===== src/rtl/led_frame_scheduler.sv =====
// led_frame_scheduler: refresh sequencer in front of the writepixels serial writer.
// Holds a 16-byte frame buffer and, per refresh, issues one display-control
// command (pos 0xFF), waits a settle pause, then streams bytes to 0xC0..0xCF.
// Optional feature macro: LED_SCHED_AUTOREFRESH_EN (periodic refresh tick).
// The immediate-refresh request input is named force_req because `force`
// is a reserved word in SystemVerilog.
module led_frame_scheduler #(
    parameter int unsigned CLK_HZ       = 12_000_000,
    parameter int unsigned REFRESH_HZ   = 1,
    parameter int unsigned PAUSE_CYCLES = 1200
) (
    input  logic       CLK,
    input  logic       RST,
    input  logic       wr_en,
    input  logic [3:0] wr_addr,
    input  logic [7:0] wr_data,
    input  logic       disp_on,
    input  logic [2:0] bright,
    input  logic       force_req,
    input  logic       px_busy,
    output logic       px_valid,
    output logic [7:0] px_pos,
    output logic [7:0] px_value,
    output logic       frame_done,
    output logic [1:0] state_dbg
);

    localparam int unsigned FB_DEPTH = 16;
    localparam int unsigned IDX_W    = 4;
    localparam int unsigned BYTE_W   = 8;
    localparam int unsigned PAUSE_W  = $clog2(PAUSE_CYCLES + 1);

    localparam logic [PAUSE_W-1:0] PAUSE_LAST  = PAUSE_W'(PAUSE_CYCLES - 1);
    localparam logic [BYTE_W-1:0]  CTRL_POS    = 8'hFF;
    localparam logic [BYTE_W-1:0]  CTRL_OFF    = 8'h80;
    localparam logic [4:0]         CTRL_ON_HI  = 5'b10001;
    localparam logic [3:0]         DATA_POS_HI = 4'hC;

    // A zero pause or a refresh rate above the clock rate has no meaningful hardware
    if (PAUSE_CYCLES == 0 || REFRESH_HZ == 0 || CLK_HZ < REFRESH_HZ) begin : g_bad_param
        $error("led_frame_scheduler: invalid parameter set");
    end

    typedef enum logic [1:0] {
        IDLE  = 2'd0,
        CTRL  = 2'd1,
        PAUSE = 2'd2,
        DATA  = 2'd3
    } state_t;

    state_t              state, state_d;
    logic [IDX_W-1:0]    idx, idx_d;
    logic [PAUSE_W-1:0]  pause_cnt, pause_cnt_d;
    logic                dirty, dirty_d;
    logic                force_pend, force_pend_d;
    logic                tick_pend, tick_pend_d;
    logic                px_valid_d;
    logic [BYTE_W-1:0]   px_pos_d, px_value_d;
    logic                frame_done_d;
    logic                issue_ok_c;
    logic                tick_c;
    logic [BYTE_W-1:0]   fb [FB_DEPTH];

`ifdef LED_SCHED_AUTOREFRESH_EN
    localparam logic [31:0] TICK_LAST = 32'(CLK_HZ / REFRESH_HZ - 1);
    logic [31:0] tick_cnt;

    // Free-running refresh period counter; tick_c marks the wrap cycle
    always_ff @(posedge CLK or posedge RST) begin
        if (RST) begin
            tick_cnt <= '0;
        end else if (tick_cnt == TICK_LAST) begin
            tick_cnt <= '0;
        end else begin
            tick_cnt <= tick_cnt + 32'd1;
        end
    end

    assign tick_c = (tick_cnt == TICK_LAST);
`else
    assign tick_c = 1'b0;
`endif

    // The writer takes a new byte only when idle and our last strobe has been seen
    assign issue_ok_c = !px_busy && !px_valid;
    assign state_dbg  = state;

    // Frame buffer: upstream writes land on any cycle, independent of the read index
    always_ff @(posedge CLK or posedge RST) begin
        if (RST) begin
            for (int i = 0; i < FB_DEPTH; i++) begin
                fb[i] <= '0;
            end
        end else if (wr_en) begin
            fb[wr_addr] <= wr_data;
        end
    end

    // State, pending flags and registered outputs
    always_ff @(posedge CLK or posedge RST) begin
        if (RST) begin
            state      <= IDLE;
            idx        <= '0;
            pause_cnt  <= '0;
            dirty      <= 1'b1;
            force_pend <= 1'b0;
            tick_pend  <= 1'b0;
            px_valid   <= 1'b0;
            px_pos     <= '0;
            px_value   <= '0;
            frame_done <= 1'b0;
        end else begin
            state      <= state_d;
            idx        <= idx_d;
            pause_cnt  <= pause_cnt_d;
            dirty      <= dirty_d;
            force_pend <= force_pend_d;
            tick_pend  <= tick_pend_d;
            px_valid   <= px_valid_d;
            px_pos     <= px_pos_d;
            px_value   <= px_value_d;
            frame_done <= frame_done_d;
        end
    end

    // Next-state and output decode; new requests arriving while a frame is
    // being launched survive the flag clear so they produce a follow-up frame
    always_comb begin
        state_d      = state;
        idx_d        = idx;
        pause_cnt_d  = pause_cnt;
        dirty_d      = dirty | wr_en;
        force_pend_d = force_pend | force_req;
        tick_pend_d  = tick_pend | tick_c;
        px_valid_d   = 1'b0;
        px_pos_d     = px_pos;
        px_value_d   = px_value;
        frame_done_d = 1'b0;

        case (state)
            IDLE: begin
                if (dirty || force_pend || tick_pend) begin
                    state_d      = CTRL;
                    dirty_d      = wr_en;
                    force_pend_d = force_req;
                    tick_pend_d  = tick_c;
                end
            end
            CTRL: begin
                if (issue_ok_c) begin
                    px_valid_d  = 1'b1;
                    px_pos_d    = CTRL_POS;
                    px_value_d  = disp_on ? {CTRL_ON_HI, bright} : CTRL_OFF;
                    pause_cnt_d = '0;
                    state_d     = PAUSE;
                end
            end
            PAUSE: begin
                if (pause_cnt == PAUSE_LAST) begin
                    idx_d   = '0;
                    state_d = DATA;
                end else begin
                    pause_cnt_d = pause_cnt + PAUSE_W'(1);
                end
            end
            DATA: begin
                if (issue_ok_c) begin
                    px_valid_d = 1'b1;
                    px_pos_d   = {DATA_POS_HI, idx};
                    px_value_d = fb[idx];
                    idx_d      = idx + IDX_W'(1);
                    if (idx == IDX_W'(FB_DEPTH - 1)) begin
                        frame_done_d = 1'b1;
                        state_d      = IDLE;
                    end
                end
            end
            default: begin
                state_d = IDLE;
            end
        endcase
    end

endmodule


===== config.mk =====
export PLATFORM = sky130hd
export DESIGN_NAME = led_frame_scheduler
export DESIGN_NICKNAME = d
export VERILOG_FILES = /design/src/rtl/led_frame_scheduler.sv
export SDC_FILE = /design/constraint.sdc
export NUM_CORES = 1
export LEC_CHECK = 0
export ABC_AREA = 0
export BUFFER_PORTS_ARGS = -buffer_cell sky130_fd_sc_hd__buf_2
export CAP_MARGIN = 20
export CORE_MARGIN = 2
export CORE_UTILIZATION = 56
export DETAILED_ROUTE_END_ITERATION = 16
export PLACE_DENSITY_LB_ADDON = 0.25
export SYNTH_ARGS = -nofsm -noshare
export SYNTH_HDL_FRONTEND = slang
export SYNTH_SLANG_ARGS = --single-unit

===== constraint.sdc =====
create_clock -name CLK -period 14.7 [get_ports CLK]
set_clock_uncertainty 0.05 [all_clocks]
set_input_delay 4.41 -clock CLK [delete_from_list [all_inputs] [get_ports CLK]]
set_output_delay 4.41 -clock CLK [all_outputs]
set_load 0.05 [all_outputs]

After elaboration in Yosys (flattened, before gate mapping)
Cells that the tools add are included.
{"block": "totals", "input_bits": 21, "ram_bits": 0, "rom_bits": 0, "reg_bits": 165, "latchBits": 0, "elab_cells": 93, "mem_count": 0, "output_inout_bits": 20}
{"block": "op_classes", "n_div": 0, "n_addsub": 2, "bitwise": 4, "n_reduce_logical": 14, "n_lt_le_gt_ge": 3, "eq_ne": 11, "muxes": 34, "shift": 0, "mul": 0}
{"op": "128-bit bitwise mux", "count": 1}
{"op": "8-bit two-way mux", "count": 7}
{"op": "8-bit binary-select mux with 4-bit select", "count": 1}
{"op": "8-bit demux with 4-bit select", "count": 1}
{"op": "8-bit case mux with 2 select lines", "count": 2}
{"op": "11-bit two-way mux", "count": 2}
{"op": "11-bit case mux with 2 select lines", "count": 1}
{"op": "4-bit two-way mux", "count": 3}
{"op": "2-bit inequality test (second input constant)", "count": 6}
{"op": "11-bit by 1-bit adder with 11-bit output (second input constant)", "count": 1}
{"op": "11-bit == test (second input constant)", "count": 1}
{"op": "5-bit >= comparator (second input constant)", "count": 2}
{"op": "2-bit two-way mux", "count": 5}
{"op": "4-bit NOT with 5-bit output", "count": 2}
{"op": "1-bit two-way mux", "count": 9}
{"op": "3-bit AND reduction", "count": 3}
{"op": "2-bit case mux with 4 select lines", "count": 1}
{"op": "4-bit case mux with 2 select lines", "count": 1}
{"op": "2-bit nonzero test", "count": 3}
{"op": "5-bit by 1-bit < comparator with 1-bit output (second input constant)", "count": 1}
{"op": "5-bit AND reduction", "count": 1}
{"op": "4-bit by 1-bit adder with 4-bit output (second input constant)", "count": 1}
{"op": "2-bit == test (second input constant)", "count": 2}
{"op": "4-bit == test (second input constant)", "count": 1}
{"op": "7 further kinds", "count": 10}

Longest topological paths before layout
Gate-level depths: netlist of the first run.
{"block": "logic_depth", "word_depth": 6, "depth_mapped": 7}

Worst setup path after synthesis of the first run
No wires, ideal clock.
{"block": "synth_path", "kind": "input-to-reg", "startpoint": "input port px_busy", "endpoint": "register state[1], in the netlist state_dbg[1]", "setup_time_ns": 0.128, "t_arrival_ns": 5.540, "setup_slack_ns": 8.983, "t_required_ns": 14.522, "cell_stages": 5, "cell_sequence": "clkbuf_1 > or3b_1 > o22ai_1 > nand3_1 > mux2_1"}
{"block": "synth_via", "elab_chain_len": 4, "word_cells_on_any_way": 5}
{"element": "start, declared", "line_no": "20", "rtl": "input logic px_busy,"}
{"element": "1-bit zero test *", "line_no": "85", "rtl": "assign issue_ok_c = !px_busy && !px_valid;"}
{"element": "1-bit logical AND *", "line_no": "85"}
{"element": "2-bit inequality test (no line)"}
{"element": "5-bit AND reduction (no line) *"}
{"element": "end signal, assigned", "line_no": "113", "rtl": "state <= state_d;"}
{"element": "end, declared", "line_no": "51", "rtl": "state_t state, state_d;"}
Every way passes the cells marked *; elsewhere a longest branch is shown, timed or not.
A chain may end at the register's enable or synchronous reset.

Worst setup path in the final report of the first run
{"block": "layout_path", "startpoint": "register px_valid", "endpoint": "output port px_valid"}
{"element": "start, declared", "line_no": "21", "rtl": "output logic px_valid,"}
{"element": "start signal, assigned", "line_no": "119", "rtl": "px_valid <= px_valid_d;"}
No word-level cell between the ends.

==> metrics.yaml, run 1 <==
cp_max_fo: 9
postSynth.asyncResetShare_pct: 100.0
gr-total-overflow: 0
hold_viol: 0
wl_per_cell_um: 21.39
fin_cells: 785
fin_crit_sh_pct: 38.94
antenna_found_initial: 0
coreArea_um2: 13300
numPlacedInstances: 753
synthAdderAreaFrac_pct: 1.141
finalSetupViolCount: 0
area_growth_syn_to_layout_pct: 11.43
clock_path_buffers: 2
synthMuxAreaShare_pct: 29.05
dp_hpwl_mm: 11.18
drive_gt1_share_pct: 32.68
pwr-share-comb_pct: 31.3
power_per_cell_area_nw_per_um2: 182.2
cts_htree_levels: 4
slew_headroom_pct: 34.57
clk_pin_slew_ns: 0.06
hold_slack_ns: 0.4403
n_fill_cell: 961
postRouteAntennaNets: 0
num_vias: 4874
ys_warn_count: 0
seq_power_share_pct: 40.9
cts_root_buf: "clkbuf_16"
clockPowerShare_pct: 27.9
antenna_cells: 0
synth_edf_count: 0
cts_tree: "built"
synth_compound_area_share_pct: 6.031
rows: 42
synth-simple-area-share_pct: 7.857
die_x_um: 121.1
cp-start-kind: "flip-flop"
grt_pass1_wl_mm: 27.47
tightest_slew_ns: 0.9778
netlist_area_um2: 7676
seq_area_frac_synth_pct: 53.15
slowest_stage: "dfrtp_1"
leakage_nw: 3.633
numCtsBuffers: 17
post-cts-setup-buffer-count: 0
drt_wl_total_mm: 16.79
ys.flop_type: "dfrtp_1"
outcome: "finished, final reports clean"
hold_buffers: 0
setup_tns_ns: 0
drv_cap: 0
vias_per_cell: 6.209
portBuffers: 40
drt_iter0_drc: 399
syn_nets: 595
crit_path_max_incr_delay_ns: 0.51
fmax_ghz: 0.1747
synth_top_family_by_area: "multiplexers"
clkLatencyLatePin_ns: 0.43
grt_pass1_vias: 5100
cp.arrival_ns: 1.26
start_util_pct: 57.74
swShare_pct: 34.39
drt_drc_violations_left: 0
die_area_um2: 14660
power.switching_mw: 0.5358
layout_min_cycle_time_ns: 5.724
postSynthAreaPerCell_um2: 13.54
endpoint_kind: "output pin"
synth_cell_type_count: 57
cts_sinks: 163
nNetsFinal: 624
crit_family: "flip-flops"
place.gp.congestion: 0.8178
first_pass_iters: 6
intPower_mw: 1.022
crit_buf_inv: 1
path_class: "flip-flop to output pin"
grt_usage_pct: 24.91
rsz0062_at_grt: "false"
synth_cells: 567
hold_class: "flip-flop to flip-flop"
die_h_um: 121.1
ys_seq_elements: 163
synth-xor-area-share_pct: 0.3423
crit_path_cell_trace: "buf_2"
cts_resized: 0
peakVddDrop_v: 0.00008371
io_pins: 41
grt_max_degree: 92
cp.required_ns: 10.24
report.final.slew_viol_count: 0
==> cells in the final DEF, fill, tap and decap left out, types with 4 or more instances in the layout <==
cell type and instances:
o211ai_1 5, mux2_2 95, clkinv_2 4, nand2_1 26, nand3_1 10, buf_2 40
nor2b_1 10, mux2i_1 21, a21oi_1 6, or3_1 7, dfrtp_1 161, o21ai_0 4
nand3b_1 4, nand2b_1 5, a21o_1 4, a31oi_1 8, and3_1 4, buf_4 4
o22ai_1 5, ha_1 7, nor2_1 27, mux4_2 23, mux2_1 36, inv_1 5
a22oi_1 7, clkbuf_16 17
==> synthesized netlist by cell type, types with 6 or more instances <==
| library cell | count | area [um^2] |
|---|---|---|
| nor2_1 | 27 | 101.4 |
| mux2_1 | 36 | 405.4 |
| nor2b_1 | 10 | 62.56 |
| nand2_1 | 26 | 97.59 |
| a22oi_1 | 7 | 52.55 |
| mux2i_1 | 21 | 210.2 |
| a21oi_1 | 6 | 30.03 |
| a31oi_1 | 8 | 50.05 |
| nand3_1 | 10 | 50.05 |
| ha_1 | 7 | 87.58 |
| or3_1 | 7 | 43.79 |
| mux2_2 | 95 | 1070 |
| dfrtp_1 | 162 | 4054 |
| inv_1 | 6 | 22.52 |
| mux4_2 | 23 | 518.0 |
| buf_2 | 8 | 40.04 |
| clkbuf_1 | 22 | 82.58 |
==> area by class of cell <==
| class | instances | area [um^2] | share of cell area, % |
|---|---|---|---|
| well taps | 176 | 220.2 | 2.575 |
| clock buffers | 20 | 446.7 | 5.222 |
| flip-flops and latches | 163 | 4081 | 47.72 |
| clock inverters | 12 | 130.1 | 1.521 |
| multi-input cells | 362 | 3410 | 39.86 |
| repair buffers | 44 | 230.2 | 2.692 |
| inverters | 8 | 35.03 | 0.4096 |
==> final timing paths <==
| path | start | to | slack (ns) | depth (start not counted) |
|---|---|---|---|---|
| worst min register to register | fb[62] | fb[62] | 0.44 | 1 |
| worst max-delay path | px_valid | px_valid | 8.98 | 1 |
| max in group asynchronous | RST | fb[60] | 9.05 | 3 |
| min in group asynchronous | RST | px_pos[1] | 4.11 | 2 |
| worst min-delay path | fb[62] | fb[62] | 0.44 | 1 |
| worst max register to register | idx[0] | state_dbg[1] | 12.35 | 6 |
==> power groups by stage <==
stage | logic (mW) | clock network [mW] | registers [mW]
floorplan | 0.316 | 0 | 0.689
global placement | 0.474 | 0 | 0.634
detailed placement | 0.486 | 0 | 0.643
CTS | 0.489 | 0.440 | 0.636
global route | 0.525 | 0.460 | 0.650
finish | 0.487 | 0.434 | 0.637
==> flip-flops by register name, summed over array words and instances (netlist names) <==
register and cells:
dirty 1, fb 128, force_pend 1, frame_done 1, idx 4, pause_cnt 11
px_pos 6, px_valid 1, px_value 8, state_dbg 2
==> routing by layer <==
layer | up-vias | share of wire, % | track usage [%] | routed length (um)
li1 | 2161 | - | - | -
met1 | 2572 | 45 | 34.57 | 7592
met2 | 118 | 49 | 39.36 | 8170
met3 | 23 | 3.8 | 4.182 | 643
met4 | 0 | 2.3 | 10.17 | 384
met5 | - | 0 | 0 | 0
==> stage by stage <==
step / cell area, um^2 / setup WS, ns / utilization, % / power (mW)
2_1_floorplan: 7676 / 5.837 / - / 1.005
3_3_place_gp: 7976 / 8.557 / 59.99 / 1.107
3_5_place_dp: 7976 / 8.526 / 59.99 / 1.129
4_1_cts: 8553 / 8.963 / 64.33 / 1.565
5_1_grt: 8553 / 8.706 / 64.33 / 1.636
6_report: 8553 / 8.976 / 64.33 / 1.558
==> kinds of logic after synthesis <==
logic type | Yosys count
AOI/OAI and AO/OA | 63
adders and majority gates | 7
buffers and inverters | 42
xor gates and xnor gates | 3
and+or+nand+nor | 113
DFF | 163
muxes | 176
No activity file was read; power rests on OpenSTA's default activity.
==> inputs of run 2 (changes only) <==
- ABC_AREA: 0 -> 1
- clock period: 14.7 -> 5.3 ns (I/O delays scaled with it)
==> run 2 against run 1 <==
  * Critical path depth stayed put
  * Register-to-register slack worse by 9.5 ns
  * Flip-flop and latch count stayed put
  * Die area is 1.1% higher
  * Sequential share of layout area is 0.34 points higher
  * Final area is 0.72% lower
  * Largest cell class unchanged
==> metrics.yaml, run 2 <==
final_cell_mix: "nand2_1 (262), o21ai_0 (183), dfrtp_1 (161)"
cp.required_ns: 3.66
numCtsBuffers: 17
synth_edf_count: 0
io_pins: 41
ys_seq_elements: 163
postRouteAntennaNets: 0
cts_root_buf: "clkbuf_16"
crit_buf_inv: 1
synth_common_cells: "nand2_1 (262), o21ai_0 (183), dfrtp_1 (162)"
drt_iter0_drc: 635
synth_top_area_share_pct: 52.21
grt_usage_pct: 26.89
cp-start-kind: "flip-flop"
finalSetupViolCount: 0
place.gp.congestion: 0.8289
crit_family: "flip-flops"
endpoint_kind: "output pin"
power_per_cell_area_nw_per_um2: 499.6
rsz0062_at_grt: "false"
layout_min_cycle_time_ns: 2.786
path_class: "flip-flop to output pin"
antenna_found_initial: 0
cts_sinks: 163
die_x_um: 121.8
nNetsFinal: 986
cp_max_fo: 5
antenna_cells: 0
area_growth_syn_to_layout_pct: 9.362
grt_max_degree: 164
slew_headroom_pct: 28.01
synth_cells: 948
clk_pin_slew_ns: 0.06
fin_crit_sh_pct: 52.56
synth_cell_type_count: 35
post-cts-setup-buffer-count: 0
gr-total-overflow: 0
slowest_stage: "dfrtp_1"
pre_cts_ws_ns: 2.316
hold_class: "flip-flop to flip-flop"
clkLatencyLatePin_ns: 0.43
layout_commonest_cell: "nand2_1"
ys_warn_count: 0
largest_register_ffs: 128
ys.flop_type: "dfrtp_1"
crit_path_cell_trace: "buf_2"
setup_tns_ns: 0
vias_per_cell: 5.547
cts_tree: "built"
postSynthAreaPerCell_um2: 8.191
start_util_pct: 56.60
peakVddDrop_v: 0.0003041
largestRegisters: "fb (128), pause_cnt (11), px_value (8)"
drive_gt1_share_pct: 9.887
grt_pass1_vias: 5967
cts_htree_levels: 4
finalWorstSetupSlack_ns: 2.514
portBuffers: 40
first_pass_iters: 5
hold_viol: 0
crit_path_max_incr_delay_ns: 0.42
top_register: "fb"
yosysMostFrequentCell: "nand2_1"
syn_nets: 976
final_design_area_no_fill_um2: 8492
seq_area_frac_synth_pct: 52.55
postSynth.asyncResetShare_pct: 100.0
netlist_area_um2: 7765
hold_buffers: 0
drt_drc_violations_left: 0
cts_resized: 0
hold_slack_ns: 0.4192
postLayoutCoreUtil_pct: 61.90
tightest_slew_ns: 1.078
yosysTopAreaCell: "dfrtp_1"
yosys-top-cells-area: "dfrtp_1 (52%), nand2_1 (13%), o21ai_0 (12%)"
drv_cap: 0
wl_per_cell_um: 16.13
dp_hpwl_mm: 11.21
cp.arrival_ns: 1.15
clock_path_buffers: 2
grt_pass1_wl_mm: 30.48
rows: 43
drt_wl_total_mm: 18.57
die_area_um2: 14820
leakage_nw: 4.044
dpl_cell_area_um2: 7881
outcome: "finished, final reports clean"
die_h_um: 121.8
fmax_ghz: 0.3590
report.final.slew_viol_count: 0
num_vias: 6385
coreArea_um2: 13720
[run 2: through the flow]
| stage | power, mW | std cells |
|---|---|---|
| floorplan | 2.694 | 948 |
| detailed placement | 2.966 | 1119 |
| finish | 4.243 | 1151 |
| global route | 4.495 | 1151 |
| CTS | 4.244 | 1151 |
| global placement | 2.943 | 1119 |
[run 2: worst paths after layout]
kind	start	endpoint	slack, ns	cells after the start
worst min register to register	dirty	dirty	0.42	2
worst max-delay path	state_dbg[1]	state_dbg[1]	2.51	1
worst min-delay path	dirty	dirty	0.42	2
min in group asynchronous	RST	fb[40]	1.37	3
max in group asynchronous	RST	fb[92]	3.22	3
worst max register to register	idx[1]	px_value[2]	2.87	8
[run 2: power breakdown]
part | switching [mW] | leakage, nW | internal (mW)
Clock | 0.518 | 0.291 | 0.764
Combinational | 0.917 | 1.69 | 0.379
Sequential | 0.151 | 2.07 | 1.51
Total | 1.59 | 4.04 | 2.66
[run 2: cells by family (layout without fill, tap and decap cells)]
kind of cell | Yosys count | in the layout | share of synthesized area (%)
XOR/XNOR | 6 | 6 | 0.6768
AO/OA/AOI/OAI | 231 | 231 | 16.03
flip-flops | 163 | 163 | 52.55
AND/OR/NAND/NOR | 431 | 431 | 22.32
buffers and inverters | 110 | 133 | 7.299
adder cells (fa/ha/maj) | 7 | 7 | 1.128
[run 2: routing by layer]
| layer | track usage (%) | vias to the layer above | part of all wire, % |
|---|---|---|---|
| li1 | - | 3112 | - |
| met1 | 37.22 | 3048 | 45 |
| met2 | 41.72 | 190 | 47 |
| met3 | 4.963 | 35 | 5.6 |
| met4 | 11.85 | 0 | 3.2 |
| met5 | 0 | - | 0 |
[run 2: area by class of cell]
class / count / area (um^2)
clock buffer: 19 / 452.9
clock inverter: 13 / 157.7
fill: 1222 / 5228
inverter: 58 / 221.5
multi-input combinational: 675 / 3118
sequential: 163 / 4081
tap: 180 / 225.2
timing repair buffer: 43 / 235.2
==> inputs of run 3 (changes only) <==
- ABC_AREA: 1 -> 0
- CORE_UTILIZATION: 56 -> 55
- clock period: 5.3 -> 2.5 ns (I/O delays scaled with it)
==> run 3 against run 2 <==
  * Setup slack lost 2.2 ns
  * Largest power group unchanged
  * First-iteration DRC count is 38% lower
  * Final area rose by 2.6%
  * Register-to-register slack got worse by 2.5 ns
  * Clock power rose by 85%
  * Via count fell by 23%
==> metrics.yaml, run 3 (synthesis results as in run 1) <==
outcome: "finished, final reports clean"
area_growth_syn_to_layout_pct: 13.51
hold_slack_ns: 0.2216
final_cell_mix: "dfrtp_1 (161), mux2_2 (95), buf_2 (40)"
cp.required_ns: 2.76
clockPowerShare_pct: 26.2
grt_usage_pct: 24.62
cts_root_buf: "clkbuf_16"
antenna_found_initial: 0
largest_register_ffs: 128
coreArea_um2: 13770
numCtsBuffers: 17
cp_max_fo: 9
cts_resized: 0
critical_path.startpoint: "idx[2]"
vias_per_cell: 6.062
seq_power_share_pct: 41.5
first_pass_iters: 7
fmax_ghz: 0.4678
crit_path_end: "px_value[7]"
drv_cap: 0
grt_pass1_vias: 5128
postRouteAntennaNets: 0
rows: 43
tightest_slew_ns: 0.5322
drive_gt1_share_pct: 34.29
hold_viol: 0
grt_pass1_wl_mm: 27.37
slew_headroom_pct: 64.52
report.final.slew_viol_count: 0
die_h_um: 122.1
clock_path_buffers: 2
timing.rr.start: "idx[2]"
cts_sinks: 163
layout_commonest_cell: "dfrtp_1"
cp-start-kind: "flip-flop"
cts_htree_levels: 4
portBuffers: 40
rsz0062_at_grt: "false"
layout_min_cycle_time_ns: 2.138
hold_buffers: 0
drt_iter0_drc: 394
reg2regPathDepth: 3
cts_tree: "built"
top_register: "fb"
grt_max_degree: 95
endpoint_kind: "flip-flop"
fin_crit_sh_pct: 85.51
pwr-share-comb_pct: 32.3
power_per_cell_area_nw_per_um2: 1039
drt_wl_total_mm: 16.82
swShare_pct: 34.38
clk_pin_slew_ns: 0.06
cp.arrival_ns: 2.40
gr-total-overflow: 0
hold_class: "input port to asynchronous set/reset pin"
peakVddDrop_v: 0.0005641
wl_per_cell_um: 20.76
start_util_pct: 55.73
r2r-end: "px_value[7]"
antenna_cells: 0
path_class: "flip-flop to flip-flop"
drt_drc_violations_left: 0
clkLatencyLatePin_ns: 0.42
largestRegisters: "fb (128), pause_cnt (11), px_value (8)"
leakage_nw: 3.721
dp_hpwl_mm: 11.63
die_x_um: 122.1
io_pins: 41
power_mw: 9.054
finalSetupViolCount: 0
rrSetupSlack_ns: 0.36
die_area_um2: 14920
power.switching_mw: 3.113
post-cts-setup-buffer-count: 0
postLayoutCoreUtil_pct: 63.26
nNetsFinal: 645
place.gp.congestion: 0.8894
num_vias: 4910
intPower_mw: 5.941
-- run 3: per-stage QoR --
| stage | TNS [ns] | setup WS, ns | std cells | cell area, um^2 |
|---|---|---|---|---|
| global placement | 0 | 0.2373 | 778 | 8175 |
| detailed placement | 0 | 0.1468 | 778 | 8175 |
| floorplan | -59.94 | -0.3700 | 567 | 7680 |
| global route | 0 | 0.2105 | 810 | 8713 |
| CTS | 0 | 0.3578 | 810 | 8713 |
| finish | 0 | 0.3623 | 810 | 8713 |
-- run 3: worst min path at each step --
stage	startpoint	slack [ns]	to	depth (start not counted)
3_3_place_gp	force_pend	0.41	force_pend	1
6_report	RST	0.22	pause_cnt[10]	2
2_1_floorplan	force_pend	0.40	force_pend	1
5_1_grt	RST	0.22	pause_cnt[6]	2
4_1_cts	RST	0.22	px_pos[6]	2
3_5_place_dp	force_pend	0.43	force_pend	1
-- run 3: critical path, stage by stage (launching register included) --
cell	delay (ns)
dfrtp_1	0.67
mux4_1	0.61
mux4_2	0.50
o22a_1	0.19
-- run 3: final cells by class --
| type | instances | area [um^2] |
|---|---|---|
| fillers | 1044 | 5060 |
| flip-flops and latches | 163 | 4081 |
| multi-input cells | 362 | 3410 |
| clock buffers | 26 | 489.2 |
| repair buffers | 65 | 425.4 |
| well taps | 180 | 225.2 |
| clock inverters | 6 | 48.80 |
| inverters | 8 | 33.78 |
-- run 3: layer usage --
metal	track usage [%]	up-vias	part of all wire, %
met4	9.411	0	2.0
met3	5.384	30	4.3
met1	33.50	2540	45
met2	39.00	141	49
met5	0	-	0
li1	-	2199	-
-- run 3: power groups by stage --
stage / registers (mW) / logic, mW / clock network, mW
final: 3.76 / 2.93 / 2.37
after global routing: 3.83 / 3.17 / 2.52
after CTS: 3.75 / 2.93 / 2.40
after detailed placement: 3.79 / 2.91 / 0
after global placement: 3.74 / 2.84 / 0
after floorplan: 4.05 / 1.86 / 0
